[src/rtl/mips_alu_ctrl_unit_if.sv]
// Bundles the fetch, decode, execute and syscall signals of the MIPS helper unit.
// The DUT uses the slave side; the pipeline or bench drives the master side.
interface mips_alu_ctrl_unit_if;
  logic [31:0] pc;
  logic [31:0] pc_plus4;
  logic [31:0] instr;
  logic [31:0] syscall_info;
  logic [31:0] std_out;
  logic        reg_dst;
  logic        jump;
  logic        branch;
  logic        mem_read;
  logic        mem_to_reg;
  logic [2:0]  alu_control;
  logic        reg_write;
  logic        alu_src;
  logic        mem_write;
  logic [31:0] src_a;
  logic [31:0] src_b;
  logic [2:0]  alu_ctl;
  logic [31:0] alu_out;
  logic        zero;
  logic        sys_out_valid;
  logic [31:0] sys_out_data;
  logic        halted;

  modport master (
    output pc, instr, syscall_info, std_out, src_a, src_b, alu_ctl,
    input  pc_plus4, reg_dst, jump, branch, mem_read, mem_to_reg, alu_control,
           reg_write, alu_src, mem_write, alu_out, zero,
           sys_out_valid, sys_out_data, halted
  );

  modport slave (
    input  pc, instr, syscall_info, std_out, src_a, src_b, alu_ctl,
    output pc_plus4, reg_dst, jump, branch, mem_read, mem_to_reg, alu_control,
           reg_write, alu_src, mem_write, alu_out, zero,
           sys_out_valid, sys_out_data, halted
  );
endinterface

[src/rtl/mips_alu_ctrl_unit.sv]
// PC+4 incrementer, main/ALU control decoder and 32-bit ALU for the 5-stage MIPS pipeline.
// Only the syscall print/halt logic is clocked.
module mips_alu_ctrl_unit #(
  parameter logic [31:0] SYS_PRINT_INT = 32'd1,
  parameter logic [31:0] SYS_EXIT      = 32'd10
) (
  input logic            clk,
  input logic            reset,
  mips_alu_ctrl_unit_if.slave bus
);

  localparam logic [5:0] OP_RTYPE = 6'b000000;
  localparam logic [5:0] OP_LW    = 6'b100011;
  localparam logic [5:0] OP_SW    = 6'b101011;
  localparam logic [5:0] OP_BEQ   = 6'b000100;
  localparam logic [5:0] OP_ADDI  = 6'b001000;
  localparam logic [5:0] OP_J     = 6'b000010;

  localparam logic [5:0] FN_ADD     = 6'b100000;
  localparam logic [5:0] FN_SUB     = 6'b100010;
  localparam logic [5:0] FN_AND     = 6'b100100;
  localparam logic [5:0] FN_OR      = 6'b100101;
  localparam logic [5:0] FN_SLT     = 6'b101010;
  localparam logic [5:0] FN_SYSCALL = 6'b001100;

  logic [5:0]  op;
  logic [5:0]  funct;
  logic        is_sys;
  logic [31:0] alu_res;
  logic        unused_instr_bits;

  assign op                = bus.instr[31:26];
  assign funct             = bus.instr[5:0];
  assign is_sys            = (op == OP_RTYPE) && (funct == FN_SYSCALL);
  assign unused_instr_bits = ^bus.instr[25:6];

  assign bus.pc_plus4 = bus.pc + 32'd4;

  always_comb begin
    bus.reg_dst     = 1'b0;
    bus.jump        = 1'b0;
    bus.branch      = 1'b0;
    bus.mem_read    = 1'b0;
    bus.mem_to_reg  = 1'b0;
    bus.alu_control = 3'b000;
    bus.reg_write   = 1'b0;
    bus.alu_src     = 1'b0;
    bus.mem_write   = 1'b0;
    case (op)
      OP_RTYPE: begin
        // Unsupported functs, syscall included, leave the instruction a NOP.
        case (funct)
          FN_ADD, FN_SUB, FN_AND, FN_OR, FN_SLT: begin
            bus.reg_dst   = 1'b1;
            bus.reg_write = 1'b1;
          end
          default: ;
        endcase
        case (funct)
          FN_ADD:  bus.alu_control = 3'b010;
          FN_SUB:  bus.alu_control = 3'b110;
          FN_AND:  bus.alu_control = 3'b000;
          FN_OR:   bus.alu_control = 3'b001;
          FN_SLT:  bus.alu_control = 3'b111;
          default: bus.alu_control = 3'b000;
        endcase
      end
      OP_LW: begin
        bus.reg_write   = 1'b1;
        bus.alu_src     = 1'b1;
        bus.mem_to_reg  = 1'b1;
        bus.mem_read    = 1'b1;
        bus.alu_control = 3'b010;
      end
      OP_SW: begin
        bus.alu_src     = 1'b1;
        bus.mem_write   = 1'b1;
        bus.alu_control = 3'b010;
      end
      OP_BEQ: begin
        bus.branch      = 1'b1;
        bus.alu_control = 3'b110;
      end
      OP_ADDI: begin
        bus.reg_write   = 1'b1;
        bus.alu_src     = 1'b1;
        bus.alu_control = 3'b010;
      end
      OP_J:    bus.jump = 1'b1;
      default: ;
    endcase
  end

  always_comb begin
    case (bus.alu_ctl)
      3'b000:  alu_res = bus.src_a & bus.src_b;
      3'b001:  alu_res = bus.src_a | bus.src_b;
      3'b010:  alu_res = bus.src_a + bus.src_b;
      3'b110:  alu_res = bus.src_a - bus.src_b;
      3'b111:  alu_res = {31'd0, $signed(bus.src_a) < $signed(bus.src_b)};
      3'b100:  alu_res = bus.src_a & ~bus.src_b;
      3'b101:  alu_res = bus.src_a | ~bus.src_b;
      default: alu_res = 32'd0;
    endcase
  end

  assign bus.alu_out = alu_res;
  assign bus.zero    = (alu_res == 32'd0);

  logic        sys_valid_q, sys_valid_d;
  logic [31:0] sys_data_q,  sys_data_d;
  logic        halted_q,    halted_d;

  // A held syscall re-fires every cycle; halting masks all later syscalls.
  always_comb begin
    sys_valid_d = 1'b0;
    sys_data_d  = sys_data_q;
    halted_d    = halted_q;
    if (is_sys && !halted_q) begin
      if (bus.syscall_info == SYS_PRINT_INT) begin
        sys_valid_d = 1'b1;
        sys_data_d  = bus.std_out;
      end
      if (bus.syscall_info == SYS_EXIT) begin
        halted_d = 1'b1;
      end
    end
  end

  always_ff @(posedge clk or posedge reset) begin
    if (reset) begin
      sys_valid_q <= 1'b0;
      sys_data_q  <= 32'd0;
      halted_q    <= 1'b0;
    end else begin
      sys_valid_q <= sys_valid_d;
      sys_data_q  <= sys_data_d;
      halted_q    <= halted_d;
    end
  end

  assign bus.sys_out_valid = sys_valid_q;
  assign bus.sys_out_data  = sys_data_q;
  assign bus.halted        = halted_q;

endmodule

[src/flat_wrapper.sv]
// flat-port wrapper written by rule: the top's interface ports become plain ports
module mips_alu_ctrl_unit_flat 
#(
  parameter logic [31:0] SYS_PRINT_INT = 32'd1,
  parameter logic [31:0] SYS_EXIT      = 32'd10
)
  (clk, reset, bus_pc, bus_instr, bus_syscall_info, bus_std_out, bus_src_a, bus_src_b, bus_alu_ctl, bus_pc_plus4, bus_reg_dst, bus_jump, bus_branch, bus_mem_read, bus_mem_to_reg, bus_alu_control, bus_reg_write, bus_alu_src, bus_mem_write, bus_alu_out, bus_zero, bus_sys_out_valid, bus_sys_out_data, bus_halted);
  mips_alu_ctrl_unit_if bus_i ();
  input logic clk;
  input logic reset;
  input wire logic [$bits(bus_i.pc)-1:0] bus_pc;
  input wire logic [$bits(bus_i.instr)-1:0] bus_instr;
  input wire logic [$bits(bus_i.syscall_info)-1:0] bus_syscall_info;
  input wire logic [$bits(bus_i.std_out)-1:0] bus_std_out;
  input wire logic [$bits(bus_i.src_a)-1:0] bus_src_a;
  input wire logic [$bits(bus_i.src_b)-1:0] bus_src_b;
  input wire logic [$bits(bus_i.alu_ctl)-1:0] bus_alu_ctl;
  output wire logic [$bits(bus_i.pc_plus4)-1:0] bus_pc_plus4;
  output wire logic [$bits(bus_i.reg_dst)-1:0] bus_reg_dst;
  output wire logic [$bits(bus_i.jump)-1:0] bus_jump;
  output wire logic [$bits(bus_i.branch)-1:0] bus_branch;
  output wire logic [$bits(bus_i.mem_read)-1:0] bus_mem_read;
  output wire logic [$bits(bus_i.mem_to_reg)-1:0] bus_mem_to_reg;
  output wire logic [$bits(bus_i.alu_control)-1:0] bus_alu_control;
  output wire logic [$bits(bus_i.reg_write)-1:0] bus_reg_write;
  output wire logic [$bits(bus_i.alu_src)-1:0] bus_alu_src;
  output wire logic [$bits(bus_i.mem_write)-1:0] bus_mem_write;
  output wire logic [$bits(bus_i.alu_out)-1:0] bus_alu_out;
  output wire logic [$bits(bus_i.zero)-1:0] bus_zero;
  output wire logic [$bits(bus_i.sys_out_valid)-1:0] bus_sys_out_valid;
  output wire logic [$bits(bus_i.sys_out_data)-1:0] bus_sys_out_data;
  output wire logic [$bits(bus_i.halted)-1:0] bus_halted;
  assign bus_i.pc = bus_pc;
  assign bus_i.instr = bus_instr;
  assign bus_i.syscall_info = bus_syscall_info;
  assign bus_i.std_out = bus_std_out;
  assign bus_i.src_a = bus_src_a;
  assign bus_i.src_b = bus_src_b;
  assign bus_i.alu_ctl = bus_alu_ctl;
  assign bus_pc_plus4 = bus_i.pc_plus4;
  assign bus_reg_dst = bus_i.reg_dst;
  assign bus_jump = bus_i.jump;
  assign bus_branch = bus_i.branch;
  assign bus_mem_read = bus_i.mem_read;
  assign bus_mem_to_reg = bus_i.mem_to_reg;
  assign bus_alu_control = bus_i.alu_control;
  assign bus_reg_write = bus_i.reg_write;
  assign bus_alu_src = bus_i.alu_src;
  assign bus_mem_write = bus_i.mem_write;
  assign bus_alu_out = bus_i.alu_out;
  assign bus_zero = bus_i.zero;
  assign bus_sys_out_valid = bus_i.sys_out_valid;
  assign bus_sys_out_data = bus_i.sys_out_data;
  assign bus_halted = bus_i.halted;
  mips_alu_ctrl_unit #(.SYS_PRINT_INT(SYS_PRINT_INT), .SYS_EXIT(SYS_EXIT)) u_core (.clk(clk), .reset(reset), .bus(bus_i));
endmodule
[config.mk]
export PLATFORM = sky130hd
export DESIGN_NAME = mips_alu_ctrl_unit_flat
export DESIGN_NICKNAME = d
export VERILOG_FILES = /design/src/rtl/mips_alu_ctrl_unit_if.sv /design/src/rtl/mips_alu_ctrl_unit.sv /design/src/flat_wrapper.sv
export SDC_FILE = /design/constraint.sdc
export NUM_CORES = 1
export LEC_CHECK = 0
export ABC_AREA = 1
export BUFFER_PORTS_ARGS = -buffer_cell sky130_fd_sc_hd__buf_4
export CORE_ASPECT_RATIO = 1.25
export CORE_MARGIN = 2
export CORE_UTILIZATION = 44
export DETAILED_ROUTE_END_ITERATION = 6
export GPL_TIMING_DRIVEN = 0
export HOLD_SLACK_MARGIN = 0.08
export PLACE_DENSITY = 0.81
export SLEW_MARGIN = 20
export SYNTH_ARGS = -nofsm -noshare
export SYNTH_HDL_FRONTEND = slang
export SYNTH_SLANG_ARGS = --single-unit
[constraint.sdc]
create_clock -name clk -period 2.2 [get_ports clk]
set_clock_uncertainty 0.05 [all_clocks]
set_input_delay 0.22 -clock clk [delete_from_list [all_inputs] [get_ports clk]]
set_output_delay 0.22 -clock clk [all_outputs]
set_load 0.005 [all_outputs]
==> results of run 1 <==
[cells by family (layout without fill, tap and decap cells)]
family	Yosys count	in the layout
AOI/OAI and AO/OA	135	135
xor gates and xnor gates	32	32
adders and majority gates	66	66
buffers and inverters	369	750
DFF	34	34
and+or+nand+nor	1094	1094
[worst min path at each step]
| stage | startpoint | end | cells after the start |
|---|---|---|---|
| 2_1_floorplan | bus_std_out[0] | u_core.bus.sys_out_data[0] | 2 |
| 3_3_place_gp | bus_std_out[14] | u_core.bus.sys_out_data[14] | 3 |
| 3_5_place_dp | reset | u_core.bus.sys_out_data[17] | 2 |
| 4_1_cts | bus_std_out[18] | u_core.bus.sys_out_data[18] | 3 |
| 5_1_grt | bus_std_out[30] | u_core.bus.sys_out_data[30] | 3 |
| 6_report | bus_std_out[11] | u_core.bus.sys_out_data[11] | 3 |
[state kept, by name, indices dropped and copies added, names as in the netlist]
register / flops
u_core.bus.halted: 1
u_core.bus.sys_out_valid: 1
u_core.bus.sys_out_data: 32
[worst max-delay path, stage by stage]
cell	delay, ps
buf_6	110
ha_4	290
buf_6	140
nor2_4	240
nand2_2	130
inv_2	80
nand3_4	80
nand2_2	110
nand2_2	80
nand2_4	110
nand2_4	60
a21oi_2	140
nor2_2	70
nor2_2	110
nand2_1	80
nor2_2	140
nand3_2	100
nor2_2	130
buf_4	120
[per-layer routing]
metal  share of wire  GRT usage
met5         0.00022          0
met4           0.087      0.258
met3           0.077     0.0497
met2            0.48      0.656
met1            0.36      0.412
[timing repair]
action	CTS	global route
hold buffers	1	0
setup buffers	50	43
hold endpoints to repair	34	0
pin swaps	95	150
gates cloned	4	2
setup endpoints to repair	33	36
resized for setup	428	396
[cells in the mapped netlist (12+ instances only)]
cell	instances	share of area
nand3_1	133	0.076
nor3_1	15	0.0085
clkbuf_1	16	0.0068
ha_1	64	0.091
dfrtp_1	34	0.097
o21ai_0	26	0.015
inv_1	302	0.13
buf_2	30	0.017
nor2_1	193	0.082
xor2_1	20	0.020
xnor2_1	12	0.012
a21oi_1	62	0.035
nor4_1	14	0.010
nand2_1	678	0.29
a32oi_1	22	0.022
nand4_1	20	0.014
inv_2	13	0.0055
[power groups by stage]
| stage | clock network, mW | logic (mW) | registers, mW |
|---|---|---|---|
| floorplan | 0 | 1.34 | 0.637 |
| global placement | 0 | 2.31 | 0.637 |
| detailed placement | 0 | 2.33 | 0.637 |
| CTS | 0.672 | 2.94 | 0.626 |
| global route | 0.702 | 3.90 | 0.626 |
| finish | 0.672 | 3.68 | 0.626 |
[cell type report]
type | count | area [µm²]
buffer | 48 | 409
timing repair buffer | 380 | 3100
tap | 265 | 332
sequential | 34 | 851
inverter | 316 | 1250
multi-input combinational | 1327 | 8850
clock buffer | 6 | 139
fill | 1604 | 4610
[per-stage QoR]
step	hold slack [ps]	power, mW	worst slack, ps	util
2_1_floorplan	280	1.97	6.89	-
3_3_place_gp	363	2.95	-1030	0.576
3_5_place_dp	332	2.97	-1020	0.576
4_1_cts	89.7	4.24	-613	0.679
5_1_grt	90.6	5.23	-893	0.764
6_report	87.7	4.97	-628	0.764
==> flow_summary_export.csv, run 1 <==
group,metric,value,unit
run_status,outcome,"finished, violations left",
run_status,violations,"negative setup slack",
floorplanning,die_x,130,µm
finish,instances_no_fill,2376,
power_and_ir_drop,pwr_density_cell,333,mW/mm²
drt,viasPerCell,5.47,
sta,tightest_slew,699,ps
floorplanning,num_rows,57,
sta,final-max-slew-violation-count,0,
clock_network,clk_pin_slew,50,ps
clock_network,clock_latency,270,ps
clock_network,cts.path.max_buffers,2,
power_and_ir_drop,p_sw,2.41,mW
synth,netlist_area,0.00879,mm²
synth,synthAdderAreaFrac,0.0956,
clock_network,numCtsBuffers,5,
synth,synth_edf_count,0,
power_and_ir_drop,power_leakage,8.04,nW
clock_network,clockRootBuffer,"clkbuf_16",
power_and_ir_drop,pwr-share-clk,0.135,
power_and_ir_drop,p_seq_frac,0.126,
synth,synth_flop_cell,"dfrtp_1",
critical_path,cp-end-kind,"output pin",
critical_path,reg2reg_to,"u_core.bus.sys_out_data[21]",
sta,rsz0062_at_grt,"true",
power_and_ir_drop,switching_share,0.484,
synth,yosysWarnings,0,
critical_path,reg2reg_slack,180,ps
place,port_buffers,283,
drt,postRouteAntennaNets,0,
drt,vias,12989,
critical_path,crit_fanout,6,
floorplanning,ios,307,
synth,synth.net_count,1993,
finish,final_layout_size_suffix_gt1_frac,0.461,
hold_path,hp-class,"in -> reg",
finish,final_common_cell,"nand2_1",
place,gp_congestion,1.02,
critical_path,reg2reg_depth,6,
clock_network,cts_tree,"done",
synth,synthSimpleGateAreaFrac,0.520,
global_routing,grt_pass1_vias,12074,
sta,fmax,0.354,GHz
sta,slew_headroom,0.533,
finish,area_growth,69.8,%
critical_path,crit_start,"bus_src_a[4]",
clock_network,htreeDepth,2,
global_routing,grt_pass1_wl,61.8,mm
synth,syn_avg_cell_area,5.08,µm²
finish,mostFrequentLayoutCells,"nand2_1 (499), buf_4 (330), inv_1 (224), nand2_2 (135), nor2_1 (83)",
critical_path,required,1930,ps
run,cap_violations,0,
critical_path,crit_path_start_kind,"input port",
floorplanning,start_util,0.450,
finish,final_area,0.0149,mm²
critical_path,crit_type,"in -> out",
sta,hold_viol,0,
global_routing,grt_max_degree,35,
finish,antennaDiodeCount,0,
drt,routedWlPerCell,18.8,µm
power_and_ir_drop,power_frac_comb,0.739,
finish,fin_nets,2375,
power_and_ir_drop,internal_power,2.57,mW
sta,final.min_clock_period,2830,ps
sta,setup_violations,26,
sta,setup_tns,-4850,ps
drt,drtIter0Drc,1039,
power_and_ir_drop,ir_worst_vdd,422,µV
drt,route.detailed.drc,0,
synth,synth_async_sr_flop_share,1.00,
synth,synth_top_family_by_area,"simple AND/OR/NAND/NOR gates",
synth,seq_area_frac_synth,0.0968,
place,post-place-cells,2278,
critical_path,worst_ep_arrival_time,2560,ps
critical_path,r2r-start,"u_core.bus.halted",
sta,layout_setup_ws,-628,ps
synth,yosys.area_share.xor_xnor,0.0319,
synth,synthMuxAreaShare,0,
synth,ys_ff_latch,34,
sta,timing.final.crit_share,1.29,
floorplanning,fp.dieH,162,µm
critical_path,crit_path_end,"bus_zero",
floorplanning,die_area,0.0211,mm²
global_routing,antenna_found_initial,1,
synth,ys_types,46,
drt,totalWireLength,44.7,mm
global_routing,grt_use_total,0.374,
drt,dr.pass1.iters,7,
synth,syn_inst,1730,
place,place_area,0.0113,mm²
place,hpwl,32.5,mm
clock_network,cts.sinks,34,
global_routing,grt_overflow_total,0,
floorplanning,coreArea,0.0195,mm²
synth,synth-compound-area-share,0.0916,
Power figures use the tool's default switching activity.
==> run 2, diff against run 1 <==
- CELL_PAD_IN_SITES_DETAIL_PLACEMENT: not set -> 0
- CELL_PAD_IN_SITES_GLOBAL_PLACEMENT: not set -> 1
- CORE_UTILIZATION: 44 -> 30
- PLACE_DENSITY: 0.81 -> 0.85
- SETUP_SLACK_MARGIN: not set -> 0.5
==> flow_summary_export.csv, run 2 (synthesis gave the netlist of run 1 again) <==
group,metric,value,unit
floorplanning,start_util,0.302,
critical_path,crit_fanout,3,
critical_path,reg2reg_depth,8,
global_routing,grt_pass1_vias,11913,
floorplanning,num_rows,70,
global_routing,grt_max_degree,35,
global_routing,grt_use_total,0.254,
sta,hold_viol,0,
finish,fillerInstances,2907,
hold_path,holdCritStartpoint,"bus_std_out[9]",
critical_path,r2r-start,"u_core.bus.halted",
drt,totalWireLength,42.2,mm
sta,timing.final.crit_share,1.24,
clock_network,clock_latency,280,ps
clock_network,cts.path.max_buffers,2,
clock_network,htreeDepth,2,
finish,mostFrequentLayoutCells,"nand2_1 (471), buf_4 (316), inv_1 (223), nand2_2 (142), nor2_1 (82)",
floorplanning,ios,307,
drt,postRouteAntennaNets,0,
finish,final_layout_size_suffix_gt1_frac,0.488,
clock_network,numCtsBuffers,5,
global_routing,grt_pass1_wl,61.5,mm
critical_path,crit_type,"in -> out",
place,dp_slack,-1220,ps
floorplanning,die_area,0.0307,mm²
critical_path,reg2reg_slack,560,ps
critical_path,worst_ep_arrival_time,2460,ps
drt,vias,12327,
critical_path,required,1930,ps
sta,layout_setup_ws,-530,ps
finish,final_area,0.0161,mm²
drt,viasPerCell,4.87,
finish,largest_reg_flops,32,
run,cap_violations,0,
sta,final.min_clock_period,2730,ps
place,port_buffers,283,
floorplanning,die_x,157,µm
drt,drtIter0Drc,641,
place,place_area,0.0124,mm²
power_and_ir_drop,p_total,5.06,mW
power_and_ir_drop,ir_worst_vdd,473,µV
finish,fin_nets,2395,
hold_path,holdPathStages,3,
power_and_ir_drop,power_leakage,8.49,nW
finish,area_growth,82.7,%
drt,routedWlPerCell,16.7,µm
critical_path,reg2reg_to,"u_core.bus.sys_out_data[4]",
global_routing,antenna_found_initial,0,
hold_path,hp-class,"in -> reg",
sta,setup_violations,19,
drt,route.detailed.drc,0,
sta,slew_headroom,0.526,
global_routing,grt_overflow_total,0,
critical_path,cp-end-kind,"output pin",
hold_path,worstHoldEndpoint,"u_core.bus.sys_out_data[9]",
place,gp_congestion,0.989,
clock_network,clk_pin_slew,60,ps
clock_network,cts.sinks,34,
power_and_ir_drop,pwr_density_cell,315,mW/mm²
finish,final_common_cell,"nand2_1",
sta,tightest_slew,710,ps
finish,antennaDiodeCount,0,
run_status,outcome,"finished, violations left",
sta,rsz0062_at_grt,"true",
critical_path,crit_path_start_kind,"input port",
floorplanning,fp.dieH,195,µm
clock_network,cts_tree,"done",
drt,dr.pass1.iters,5,
run_status,violations,"negative setup slack",
sta,final-max-slew-violation-count,0,
sta,fmax,0.366,GHz
floorplanning,coreArea,0.0291,mm²
clock_network,clockRootBuffer,"clkbuf_16",
place,hpwl,33.6,mm
run 2: worst max-delay path, cell delays in order:
cell	delay, ps
buf_8	90
inv_4	30
ha_4	150
fa_2	370
inv_4	120
nand2_4	70
nand2_4	90
nand3_2	70
nand3_2	80
nand2_2	70
nor2_4	100
nand2_1	70
nor2_2	130
nand2_1	80
nor2_1	110
nand3_1	120
nor2_4	170
nand3_2	110
nor2_2	100
buf_4	110
run 2: how the worst max path moves through the flow:
stage,startpoint,endpoint
2_1_floorplan,bus_src_a[0],bus_zero
3_3_place_gp,bus_alu_ctl[1],bus_zero
3_5_place_dp,bus_alu_ctl[1],bus_zero
4_1_cts,bus_src_a[0],bus_zero
5_1_grt,bus_src_b[16],bus_zero
6_report,bus_src_a[0],bus_zero
run 2: through the flow:
step           TNS [ps]  instances   util  hold WS [ps]
6_report          -3340       2529  0.553          86.2
5_1_grt           -5480       2529  0.553          84.1
4_1_cts           -2760       2469  0.492          81.5
3_5_place_dp      -8800       2409  0.427           336
3_3_place_gp      -8700       2409  0.427           363
2_1_floorplan         0       1730      -           280
run 2: cell type report:
cell class | count | area, µm² | share of cell area
multi-input combinational | 1327 | 9260 | 0.576
timing repair buffer | 395 | 3430 | 0.214
inverter | 316 | 1290 | 0.0803
sequential | 34 | 851 | 0.0529
buffer | 53 | 588 | 0.0366
tap | 396 | 495 | 0.0308
clock buffer | 6 | 139 | 0.00864
clock inverter | 2 | 12.5 | 0.000779
run 2: where the power goes:
| group | switching, mW | total, mW | internal [mW] |
|---|---|---|---|
| logic | 2.13 | 3.73 | 1.61 |
| registers | 0.00000000000203 | 0.626 | 0.626 |
| clock network | 0.258 | 0.706 | 0.448 |
run 2: per-layer routing:
layer | track usage | wire (µm)
met5 | 0 | 0
met4 | 0.133 | 2270
met3 | 0.0271 | 2040
met2 | 0.469 | 22000
met1 | 0.284 | 15900
run 2: repair_timing:
action                                  4_1_cts  5_1_grt
gates cloned                                  2        2
pin swaps                                    95      138
hold endpoints to repair                     35        0
endpoints found under the setup margin       76       80
hold buffers                                  2        0
setup buffers                                48       58
resized for setup                           357      365
